`config.mk`:
```
export PLATFORM = sky130hd
export DESIGN_NAME = uart_frame_sender
export DESIGN_NICKNAME = d
export VERILOG_FILES = /design/src/rtl/uart_frame_sender.sv
export SDC_FILE = /design/constraint.sdc
export NUM_CORES = 1
export LEC_CHECK = 0
export CORE_AREA = 2 2 106 108
export DETAILED_ROUTE_END_ITERATION = 10
export DIE_AREA = 0 0 108 110
export PLACE_DENSITY = 0.85
export SLEW_MARGIN = 30
export SYNTH_ARGS = -nofsm -noshare
export SYNTH_HDL_FRONTEND = slang
export SYNTH_SLANG_ARGS = --single-unit
```
`constraint.sdc`:
```
create_clock -name clk -period 2.3 [get_ports clk]
set_input_delay 0.23 -clock clk [delete_from_list [all_inputs] [get_ports clk]]
set_output_delay 0.23 -clock clk [all_outputs]
set_load 0.01 [all_outputs]
```
`src/rtl/uart_frame_sender.sv`:
```
// Frame streamer: fetches pixels one at a time and sends them MSB-first as bytes to a UART TX core,
// optionally preceded by a 6-byte size header and followed by an XOR checksum of the payload.
module uart_frame_sender #(
    parameter int unsigned WIDTH  = 640,
    parameter int unsigned HEIGHT = 480,
    parameter int unsigned PIX_W  = 10,
    parameter int unsigned BPP    = 3,
    parameter int unsigned HEADER = 1
) (
    input  logic             clk,
    input  logic             rst_n,
    input  logic             start,
    input  logic             abort,
    output logic             pix_rd,
    input  logic             pix_valid,
    input  logic [PIX_W-1:0] pix_data,
    output logic [7:0]       tx_data,
    output logic             tx_start,
    input  logic             tx_busy,
    input  logic             tx_done,
    output logic             busy,
    output logic             done,
    output logic [15:0]      cur_x,
    output logic [15:0]      cur_y
);
    localparam int unsigned SR_W   = 8 * BPP;
    localparam int unsigned CNT_W  = 32;
    localparam int unsigned BIDX_W = 2;
    localparam int unsigned HIDX_W = 3;
    localparam logic [CNT_W-1:0]  LAST_PIX = CNT_W'(WIDTH * HEIGHT - 1);
    localparam logic [15:0]       W16      = 16'(WIDTH);
    localparam logic [15:0]       H16      = 16'(HEIGHT);
    localparam logic [BIDX_W-1:0] LAST_B   = BIDX_W'(BPP - 1);

    if (PIX_W > SR_W) begin : g_pix_w_check
        $error("uart_frame_sender: PIX_W must not exceed 8*BPP");
    end

    typedef enum logic [2:0] {IDLE, HDR, FETCH, WAIT_PIX, BYTE, WAIT_TX, CSUM, FIN} state_t;
    typedef enum logic [1:0] {PH_HDR, PH_PIX, PH_CSUM} phase_t;

    state_t             state_q, state_d;
    phase_t             phase_q, phase_d;
    logic [HIDX_W-1:0]  hdr_idx_q, hdr_idx_d;
    logic [BIDX_W-1:0]  byte_idx_q, byte_idx_d;
    logic [SR_W-1:0]    sreg_q, sreg_d;
    logic [7:0]         csum_q, csum_d;
    logic [CNT_W-1:0]   pix_cnt_q, pix_cnt_d;
    logic [15:0]        cur_x_d, cur_y_d;
    logic [7:0]         tx_data_d;
    logic               tx_start_d, pix_rd_d, busy_d, done_d;

    function automatic logic [7:0] hdr_byte(input logic [HIDX_W-1:0] idx);
        case (idx)
            3'd0:    hdr_byte = 8'hA5;
            3'd1:    hdr_byte = 8'h5A;
            3'd2:    hdr_byte = W16[15:8];
            3'd3:    hdr_byte = W16[7:0];
            3'd4:    hdr_byte = H16[15:8];
            default: hdr_byte = H16[7:0];
        endcase
    endfunction

    always_ff @(posedge clk) begin
        if (!rst_n) begin
            state_q    <= IDLE;
            phase_q    <= PH_HDR;
            hdr_idx_q  <= '0;
            byte_idx_q <= '0;
            sreg_q     <= '0;
            csum_q     <= '0;
            pix_cnt_q  <= '0;
            cur_x      <= '0;
            cur_y      <= '0;
            tx_data    <= '0;
            tx_start   <= 1'b0;
            pix_rd     <= 1'b0;
            busy       <= 1'b0;
            done       <= 1'b0;
        end else begin
            state_q    <= state_d;
            phase_q    <= phase_d;
            hdr_idx_q  <= hdr_idx_d;
            byte_idx_q <= byte_idx_d;
            sreg_q     <= sreg_d;
            csum_q     <= csum_d;
            pix_cnt_q  <= pix_cnt_d;
            cur_x      <= cur_x_d;
            cur_y      <= cur_y_d;
            tx_data    <= tx_data_d;
            tx_start   <= tx_start_d;
            pix_rd     <= pix_rd_d;
            busy       <= busy_d;
            done       <= done_d;
        end
    end

    // Next state plus the next value of every registered output.
    always_comb begin
        state_d    = state_q;
        phase_d    = phase_q;
        hdr_idx_d  = hdr_idx_q;
        byte_idx_d = byte_idx_q;
        sreg_d     = sreg_q;
        csum_d     = csum_q;
        pix_cnt_d  = pix_cnt_q;
        cur_x_d    = cur_x;
        cur_y_d    = cur_y;
        tx_data_d  = tx_data;
        tx_start_d = 1'b0;

        case (state_q)
            IDLE: begin
                if (start) state_d = (HEADER != 0) ? HDR : FETCH;
            end
            HDR: begin
                if (!tx_busy) begin
                    tx_data_d  = hdr_byte(hdr_idx_q);
                    tx_start_d = 1'b1;
                    phase_d    = PH_HDR;
                    state_d    = WAIT_TX;
                end
            end
            FETCH: state_d = WAIT_PIX;
            WAIT_PIX: begin
                if (pix_valid) begin
                    sreg_d     = SR_W'(pix_data);
                    byte_idx_d = '0;
                    state_d    = BYTE;
                end
            end
            BYTE: begin
                if (!tx_busy) begin
                    tx_data_d  = sreg_q[SR_W-1 -: 8];
                    csum_d     = csum_q ^ sreg_q[SR_W-1 -: 8];
                    tx_start_d = 1'b1;
                    phase_d    = PH_PIX;
                    state_d    = WAIT_TX;
                end
            end
            WAIT_TX: begin
                // A done pulse coincident with our own tx_start belongs to an older byte.
                if (tx_done && !tx_start) begin
                    case (phase_q)
                        PH_HDR: begin
                            if (hdr_idx_q == HIDX_W'(5)) begin
                                state_d = FETCH;
                            end else begin
                                hdr_idx_d = hdr_idx_q + HIDX_W'(1);
                                state_d   = HDR;
                            end
                        end
                        PH_PIX: begin
                            if (byte_idx_q == LAST_B) begin
                                pix_cnt_d = pix_cnt_q + CNT_W'(1);
                                if (cur_x == W16 - 16'd1) begin
                                    cur_x_d = '0;
                                    cur_y_d = cur_y + 16'd1;
                                end else begin
                                    cur_x_d = cur_x + 16'd1;
                                end
                                state_d = (pix_cnt_q == LAST_PIX) ? CSUM : FETCH;
                            end else begin
                                byte_idx_d = byte_idx_q + BIDX_W'(1);
                                sreg_d     = sreg_q << 8;
                                state_d    = BYTE;
                            end
                        end
                        default: state_d = FIN;
                    endcase
                end
            end
            CSUM: begin
                if (!tx_busy) begin
                    tx_data_d  = csum_q;
                    tx_start_d = 1'b1;
                    phase_d    = PH_CSUM;
                    state_d    = WAIT_TX;
                end
            end
            FIN: state_d = IDLE;
            default: state_d = IDLE;
        endcase

        if (abort) state_d = IDLE;

        // Entering IDLE (normally or by abort) puts everything back to its reset value.
        if (state_d == IDLE) begin
            phase_d    = PH_HDR;
            hdr_idx_d  = '0;
            byte_idx_d = '0;
            sreg_d     = '0;
            csum_d     = '0;
            pix_cnt_d  = '0;
            cur_x_d    = '0;
            cur_y_d    = '0;
            tx_data_d  = '0;
            tx_start_d = 1'b0;
        end

        pix_rd_d = (state_d == FETCH);
        busy_d   = (state_d != IDLE);
        done_d   = (state_d == FIN);
    end
endmodule
```
==> results of run 1 <==
## routing by layer
metal	GRT usage (%)	vias up	share of wire (%)
met5	0	-	0
met4	9.25	0	3.6
met3	6.06	66	6.8
met2	41.7	270	52
met1	26.5	2495	38
li1	-	2367	-
## metrics by stage
step	setup TNS (ps)	cell area (µm²)	util (%)	total power [mW]	std cells
final	-48.5	7250	67.8	4.76	887
after floorplan	0	5320	-	2.17	629
after global routing	-1240	7250	67.8	4.89	887
after global placement	-24910	6340	59.3	2.25	841
after detailed placement	-34480	6340	59.3	2.25	841
after CTS	0	6900	64.5	4.69	873
## state kept, by name, indices dropped and copies added, names as in the netlist
name        flops
busy            1
byte_idx_q      2
csum_q          8
cur_x          16
cur_y          16
done            1
hdr_idx_q       3
phase_q         2
pix_cnt_q      32
pix_rd          1
sreg_q         24
state_q         3
tx_data         8
tx_start        1
## worst paths after layout
| kind | cells after the start | slack (ps) | endpoint |
|---|---|---|---|
| min reg2reg | 2 | 450 | sreg_q[15] |
| max reg2reg | 7 | -20 | phase_q[1] |
| min | 3 | 290 | sreg_q[9] |
| max | 7 | -20 | phase_q[1] |
## power breakdown
group | leakage (nW) | switching, mW | total, mW | internal [mW]
registers | 0.953 | 0.00621 | 2.06 | 2.05
clock network | 0.264 | 1.01 | 2.48 | 1.47
logic | 1.30 | 0.104 | 0.223 | 0.119
## repair_timing
action                     in CTS  in global routing
gates resized for setup         0                 28
setup endpoints to repair       0                110
buffers inserted                0                  6
hold buffers                    0                  0
## logic make-up after synthesis
group / synth area share [%]
buffers and inverters: 3.83
AND/OR/NAND/NOR: 28.6
AO/OA/AOI/OAI: 8.16
XOR/XNOR: 11.2
multiplexers: 1.69
flip-flops: 44.4
adder cells (fa/ha/maj): 2.12
## placed cells by master (no fill, tap or decap), types with 7 or more instances in the layout
cell type,synthesis,routed
sky130_fd_sc_hd__xnor2_1,18,18
sky130_fd_sc_hd__mux2i_1,9,9
sky130_fd_sc_hd__clkbuf_16,0,24
sky130_fd_sc_hd__nor2_1,106,106
sky130_fd_sc_hd__nor3_1,16,15
sky130_fd_sc_hd__nand4_1,16,16
sky130_fd_sc_hd__nand3_1,37,37
sky130_fd_sc_hd__clkdlybuf4s50_1,0,60
sky130_fd_sc_hd__dfxtp_1,118,113
sky130_fd_sc_hd__xor2_1,50,50
sky130_fd_sc_hd__inv_1,8,8
sky130_fd_sc_hd__nand2_1,82,80
sky130_fd_sc_hd__buf_4,7,40
sky130_fd_sc_hd__and3_1,12,12
sky130_fd_sc_hd__o21ai_0,11,7
sky130_fd_sc_hd__a21oi_1,33,32
sky130_fd_sc_hd__a22oi_1,9,8
## layout make-up
type / count / area, µm² / share of cell area [%]
clock buffer: 18 / 428 / 5.90
timing repair buffer: 116 / 1260 / 17.4
sequential: 118 / 2370 / 32.7
inverter: 9 / 33.8 / 0.466
clock inverter: 14 / 128 / 1.76
multi-input combinational: 472 / 2860 / 39.4
tap: 140 / 175 / 2.42
## critical path, delay by kind of cell, from the launching register on
kind                   cells  cell delay (ps)
and+or+nand+nor            5             1480
buffers and inverters      1              210
DFF                        1              340
AOI/OAI and AO/OA          1              160
==> results_tabular.tex, run 1 <==
\begin{tabular}{lr}
\hline
Metric & Value \\
\hline
\multicolumn{2}{l}{\textbf{GRT}} \\
Leftover overflow at the end of global routing & 0 \\
First-pass GRT wire length & 21.7 mm \\
Largest net degree at the start of global routing & 26 \\
Overall global routing resource usage & 23.3\% \\
Vias in the first global route & 4713 \\
Number of antenna violations at the first check in global routing & 0 \\
\multicolumn{2}{l}{\textbf{Power}} \\
Power per cell area & 656 nW/µm² \\
Worst IR Drop VDD & 0.533 mV \\
Cell leakage power & 2.52 nW \\
\multicolumn{2}{l}{\textbf{Logic synthesis}} \\
Post-synth EDFFs & 0 \\
Mapped cell area & 5320 µm² \\
Top cell type's share of synthesized area & 44.4\% \\
Post-synthesis average cell area & 8.46 µm² \\
Count of synthesis-stage warnings from yosys & 0 \\
Most repeated cell in the gate-level netlist after synthesis & sky130\_fd\_sc\_hd\_\_dfxtp\_1 \\
Cell count after synthesis & 629 \\
Fraction of registers with async set or reset after synthesis & 0\% \\
Synthesis-stage register bit count & between 100 and 150 \\
Net count of the mapped netlist & roughly 660 \\
Top post-synthesis cells by area & sky130\_fd\_sc\_hd\_\_dfxtp\_1 (44\%), sky130\_fd\_sc\_hd\_\_xor2\_1 (8.2\%), sky130\_fd\_sc\_hd\_\_nor2\_1 (7.5\%), sky130\_fd\_sc\_hd\_\_nand2\_1 (5.8\%), sky130\_fd\_sc\_hd\_\_nand3\_1 (3.5\%) \\
Leading register cell type out of synthesis & sky130\_fd\_sc\_hd\_\_dfxtp\_1 \\
Sequential area share after synthesis & 44.4\% \\
Number of unique standard cell types used by synthesis & 55 \\
Most numerous cell types in the synthesized netlist & sky130\_fd\_sc\_hd\_\_dfxtp\_1 (118), sky130\_fd\_sc\_hd\_\_nor2\_1 (106), sky130\_fd\_sc\_hd\_\_nand2\_1 (82), sky130\_fd\_sc\_hd\_\_xor2\_1 (50), sky130\_fd\_sc\_hd\_\_nand3\_1 (37) \\
Synth area leader & sky130\_fd\_sc\_hd\_\_dfxtp\_1 \\
\multicolumn{2}{l}{\textbf{Worst setup path}} \\
Crit path DAT & 2730 ps \\
Standard cell with the maximum stage delay on the critical path & sky130\_fd\_sc\_hd\_\_or4\_1 \\
Type of the setup path with the least slack & reg -> reg \\
Endpoint required time on the critical path & 2710 ps \\
Worst setup path start & pix\_cnt\_q[26] \\
Worst-path fanout max & 6 \\
Highest cell delay on the worst timing path & $\sim$460 ps \\
Type of element capturing the critical path & flip-flop \\
Cell-by-cell trace of the critical path & nor4\_1 > nand4\_1 > or4\_1 > nand2\_2 > a311oi\_4 > clkbuf\_16 > nor4\_1 \\
Launch point of the worst reg-to-reg path & pix\_cnt\_q[26] \\
Worst Setup Start Kind & flip-flop \\
Top cell by count, worst path & sky130\_fd\_sc\_hd\_\_nor4\_1 \\
\multicolumn{2}{l}{\textbf{Place}} \\
Detailed Place HPWL & 8.79 mm \\
Weighted congestion reported at the end of routability-driven placement & 0.893 \\
Number of port buffers & 60 \\
Setup slack at placement & -345 ps \\
\multicolumn{2}{l}{\textbf{CTS}} \\
Clock tree from TritonCTS & done \\
Root buf cell & sky130\_fd\_sc\_hd\_\_clkbuf\_8 \\
Clock slew at the register clock pins of the worst setup and hold paths & approximately 60 ps \\
Num Clock Sinks & 118 \\
Clock Path Buffers & 2 \\
H-tree levels & 4 \\
CTS Buf Count & 17 \\
Later-pin clock latency in the skew report & $\sim$540 ps \\
\multicolumn{2}{l}{\textbf{Status}} \\
Result of the run & complete, but fails checks \\
Violated checks & negative setup slack \\
\multicolumn{2}{l}{\textbf{Cells and area}} \\
Layout overhead on the synthesized area & 36.2\% \\
Number of antenna diodes & 0 \\
Ratio of cells with drive above 1 in the final layout & 16.5\% \\
Layout fillers & 750 \\
Total number of nets in the final design & between 700 and 800 \\
\multicolumn{2}{l}{\textbf{Timing}} \\
Max-slew violation total from the final report & 0 \\
Setup slack after layout & -18.5 ps \\
Transition at the pin with the smallest max-transition slack & 697 ps \\
Highest Clock Rate & roughly 0.43 GHz \\
Final critical delay including setup and external delays & 2320 ps \\
Final Cycle Share & 101\% \\
Worst hold margin & 286 ps \\
Worst rel slew slack & 53.4\% \\
Final clock skew & 6.86 ps \\
Number of failing hold endpoints at the final stage & 0 \\
Final setup violation count & 11 \\
\multicolumn{2}{l}{\textbf{Floorplanning}} \\
Row cnt & 38 \\
Die area & 11900 µm² \\
Initial Utilization & around half \\
Count of pins on the block boundary & 61 \\
Die boundary width & 108 µm \\
Die span in y & about 110 µm \\
Floorplan Core Area & approximately 11000 µm² \\
\multicolumn{2}{l}{\textbf{Hold path}} \\
HP Start & pix\_data[9] \\
Type of the worst min-delay path & in -> reg \\
\multicolumn{2}{l}{\textbf{Detailed routing}} \\
Vias post-DR & 5198 \\
Vias per std cell & 5.86 \\
Number of search-and-repair iterations in the first detailed-routing pass & 5 \\
Initial DRC count & 692 \\
Final wirelength & 15.6 mm \\
Count of nets left with antenna violations after detail routing & 0 \\
Routed wire per std cell & 17.6 µm \\
Drc violations & 0 \\
\multicolumn{2}{l}{\textbf{Flow run}} \\
Total of max-cap violations & 0 \\
\hline
\end{tabular}
Power figures use the tool's default switching activity.
==> run 2, diff against run 1 <==
CORE_AREA = 2 2 119 121   (was 2 2 106 108)
DIE_AREA = 0 0 121 123   (was 0 0 108 110)
PLACE_DENSITY = 0.71   (was 0.85)
==> run 2 against run 1 <==
Against the previous run:
- the flow now finishes without violations
- final area decreased by 1.1%
- worst hold slack improved by 120 ps
- flip-flop and latch count unchanged
- worst setup slack better by 110 ps
- clock-buffer cell count increased by 3
- via count shrank 8.0%
- maximum frequency increased by 4.9%
- utilization is 15 points lower
- power down 1.9%
- final cell count increased by 4.6%
- global-route usage shrank 5.4 points
==> results_tabular.tex, run 2 (same netlist as run 1, synthesis figures left out) <==
\begin{tabular}{lr}
\hline
Metric & Value \\
\hline
\multicolumn{2}{l}{\textbf{CTS}} \\
CTS Buf Count & 17 (unchanged) \\
Clock slew at the register clock pins of the worst setup and hold paths & 50 ps (about the same) \\
H-tree levels & 4 (unchanged) \\
Clock tree from TritonCTS & done \\
Num Clock Sinks & 118 (unchanged) \\
Hold buffers post-CTS & 0 (unchanged) \\
Root buf cell & sky130\_fd\_sc\_hd\_\_clkbuf\_16 \\
Later-pin clock latency in the skew report & 410 ps (-130 ps) \\
Clock Path Buffers & 2 (unchanged) \\
\multicolumn{2}{l}{\textbf{Cells and area}} \\
Layout fillers & 1196 (+59\%) \\
Share of the core filled with cells & 52.7\% (-15 points) \\
Ratio of cells with drive above 1 in the final layout & 15.5\% (-0.96 points) \\
Reg with most FFs & pix\_cnt\_q \\
Largest registers ranked by flip-flop count & pix\_cnt\_q: 32 flops, sreg\_q: 24 flops \\
Number of flip-flops in the largest register & 32 (unchanged) \\
Number of antenna diodes & 0 (unchanged) \\
Layout overhead on the synthesized area & 34.7\% \\
Most common cell after layout, fill and taps aside & sky130\_fd\_sc\_hd\_\_dfxtp\_1 \\
Most frequent cells in the layout & sky130\_fd\_sc\_hd\_\_dfxtp\_1 (116), sky130\_fd\_sc\_hd\_\_nor2\_1 (106), sky130\_fd\_sc\_hd\_\_nand2\_1 (80) \\
Total number of nets in the final design & 761 (+0.13\%) \\
\multicolumn{2}{l}{\textbf{Timing}} \\
Max-slew violation total from the final report & 0 (unchanged) \\
Transition at the pin with the smallest max-transition slack & 690 ps (-7.10 ps) \\
Final Cycle Share & 96.1\% (-4.7 points) \\
Total negative slack & 0 ps (+48.5 ps) \\
Highest Clock Rate & 0.452 GHz (+4.9\%) \\
Final clock skew & 10.2 ps (+3.32 ps) \\
Number of failing hold endpoints at the final stage & 0 (unchanged) \\
Final setup violation count & 0 (-11) \\
Final critical delay including setup and external delays & 2210 ps (-108 ps) \\
Worst rel slew slack & 53.9\% (+0.47 points) \\
\multicolumn{2}{l}{\textbf{Detailed routing}} \\
Final wirelength & 12.8 mm (-18\%) \\
Vias post-DR & 4782 (-8.0\%) \\
Count of nets left with antenna violations after detail routing & 0 (unchanged) \\
Initial DRC count & 342 (-51\%) \\
Vias per std cell & 5.15 (-12\%) \\
Drc violations & 0 (unchanged) \\
Number of search-and-repair iterations in the first detailed-routing pass & 5 (unchanged) \\
Routed wire per std cell & 13.8 µm (-22\%) \\
\multicolumn{2}{l}{\textbf{Power}} \\
Worst IR Drop VDD & 0.530 mV (-0.54\%) \\
Power per cell area & 651 nW/µm² (-0.85\%) \\
Cell leakage power & 2.46 nW (-2.3\%) \\
\multicolumn{2}{l}{\textbf{GRT}} \\
Overall global routing resource usage & 17.8\% (-5.4 points) \\
Vias in the first global route & 4612 (-2.1\%) \\
Largest net degree at the start of global routing & 27 (+3.8\%) \\
First-pass GRT wire length & 21.3 mm (-2.0\%) \\
Leftover overflow at the end of global routing & 0 (unchanged) \\
Number of antenna violations at the first check in global routing & 0 (unchanged) \\
\multicolumn{2}{l}{\textbf{Worst setup path}} \\
Worst-path fanout max & 12 (+6) \\
Endpoint required time on the critical path & 2600 ps (-110 ps) \\
Worst Setup Start Kind & flip-flop \\
Type of element capturing the critical path & flip-flop \\
Crit path DAT & 2510 ps (-220 ps) \\
Type of the setup path with the least slack & reg -> reg \\
\multicolumn{2}{l}{\textbf{Floorplanning}} \\
Die boundary width & 121 µm (+12\%) \\
Floorplan Core Area & 13600 µm² (+27\%) \\
Die span in y & 123 µm (+12\%) \\
Die area & 14900 µm² (+25\%) \\
Initial Utilization & 39.1\% (-11 points) \\
Count of pins on the block boundary & 61 (unchanged) \\
Row cnt & 43 (+13\%) \\
\multicolumn{2}{l}{\textbf{Status}} \\
Result of the run & completed \\
\multicolumn{2}{l}{\textbf{Hold path}} \\
Type of the worst min-delay path & in -> reg \\
\multicolumn{2}{l}{\textbf{Place}} \\
Number of port buffers & 60 (unchanged) \\
Detailed Place HPWL & 8.86 mm (+0.76\%) \\
Weighted congestion reported at the end of routability-driven placement & 0.898 (+0.53\%) \\
\multicolumn{2}{l}{\textbf{Flow run}} \\
Total of max-cap violations & 0 (unchanged) \\
\hline
\end{tabular}
-- run 2: cell types whose count changed in the layout (fill, tap and decap cells not counted), sizes merged --
cell | previous run | this run
clkbuf | 26 | 23
inv | 12 | 10
clkinvlp | 4 | 3
buf | 48 | 55
-- run 2: stage by stage --
stage	instances	worst slack [ps]	hold WS [ps]	power, mW	area [µm²]
after floorplan	629	182	307	2.17	5320
after global placement	892	-309	441	2.26	6460
after detailed placement	892	-359	445	2.26	6460
after CTS	924	0.320	394	4.70	7040
after global routing	928	-21.7	422	4.82	7170
final	928	89.3	403	4.67	7170
-- run 2: repair_timing --
| action | 4_1_cts | 5_1_grt |
|---|---|---|
| buffers inserted | 0 | 2 |
| endpoints found under the setup margin | 1 | 113 |
| resized for setup | 4 | 17 |
| pin swaps | 0 | 6 |
| gates cloned | 0 | 2 |
-- run 2: worst paths after layout --
path / startpoint / end / slack [ps] / depth (start not counted)
worst min register to register: sreg_q[12] / sreg_q[12] / 450 / 2
worst max-delay path: byte_idx_q[0] / byte_idx_q[0] / 90 / 11
worst min-delay path: pix_data[9] / sreg_q[9] / 400 / 3
worst max register to register: byte_idx_q[0] / byte_idx_q[0] / 90 / 11
-- run 2: routing by layer --
| layer | share of wire, % | wire [µm] | vias to the layer above | global-route usage, % |
|---|---|---|---|---|
| met5 | 0 | 0 | - | 0 |
| met4 | 1.9 | 240 | 0 | 7.34 |
| met3 | 3.5 | 445 | 26 | 4.29 |
| met2 | 51 | 6540 | 109 | 30.4 |
| met1 | 44 | 5590 | 2291 | 21.5 |
| li1 | - | - | 2356 | - |
-- run 2: report_power, final --
part | total (mW) | switching, mW | internal (mW)
Clock | 2.43 | 0.919 | 1.51
Combinational | 0.180 | 0.0898 | 0.0903
Sequential | 2.05 | 0.00431 | 2.05
Total | 4.67 | 1.01 | 3.65
-- run 2: area by class of cell --
class	count	area, µm²	area share, %
multi-input combinational	472	2840	39.7
sequential	118	2360	33.0
inverter	9	33.8	0.471
tap	180	225	3.14
clock inverter	11	103	1.43
timing repair buffer	117	1150	16.0
clock buffer	21	450	6.28
-- run 2: worst max-delay path, stage by stage, from the launching register on --
cell	delay (ps)
sky130_fd_sc_hd__dfxtp_2	340
sky130_fd_sc_hd__inv_1	50
sky130_fd_sc_hd__ha_2	200
sky130_fd_sc_hd__a21oi_1	170
sky130_fd_sc_hd__o21ai_0	130
sky130_fd_sc_hd__a22oi_2	280
sky130_fd_sc_hd__nor3_2	80
sky130_fd_sc_hd__buf_4	150
sky130_fd_sc_hd__a311oi_4	250
sky130_fd_sc_hd__buf_6	210
sky130_fd_sc_hd__clkbuf_16	170
sky130_fd_sc_hd__nor2_1	50
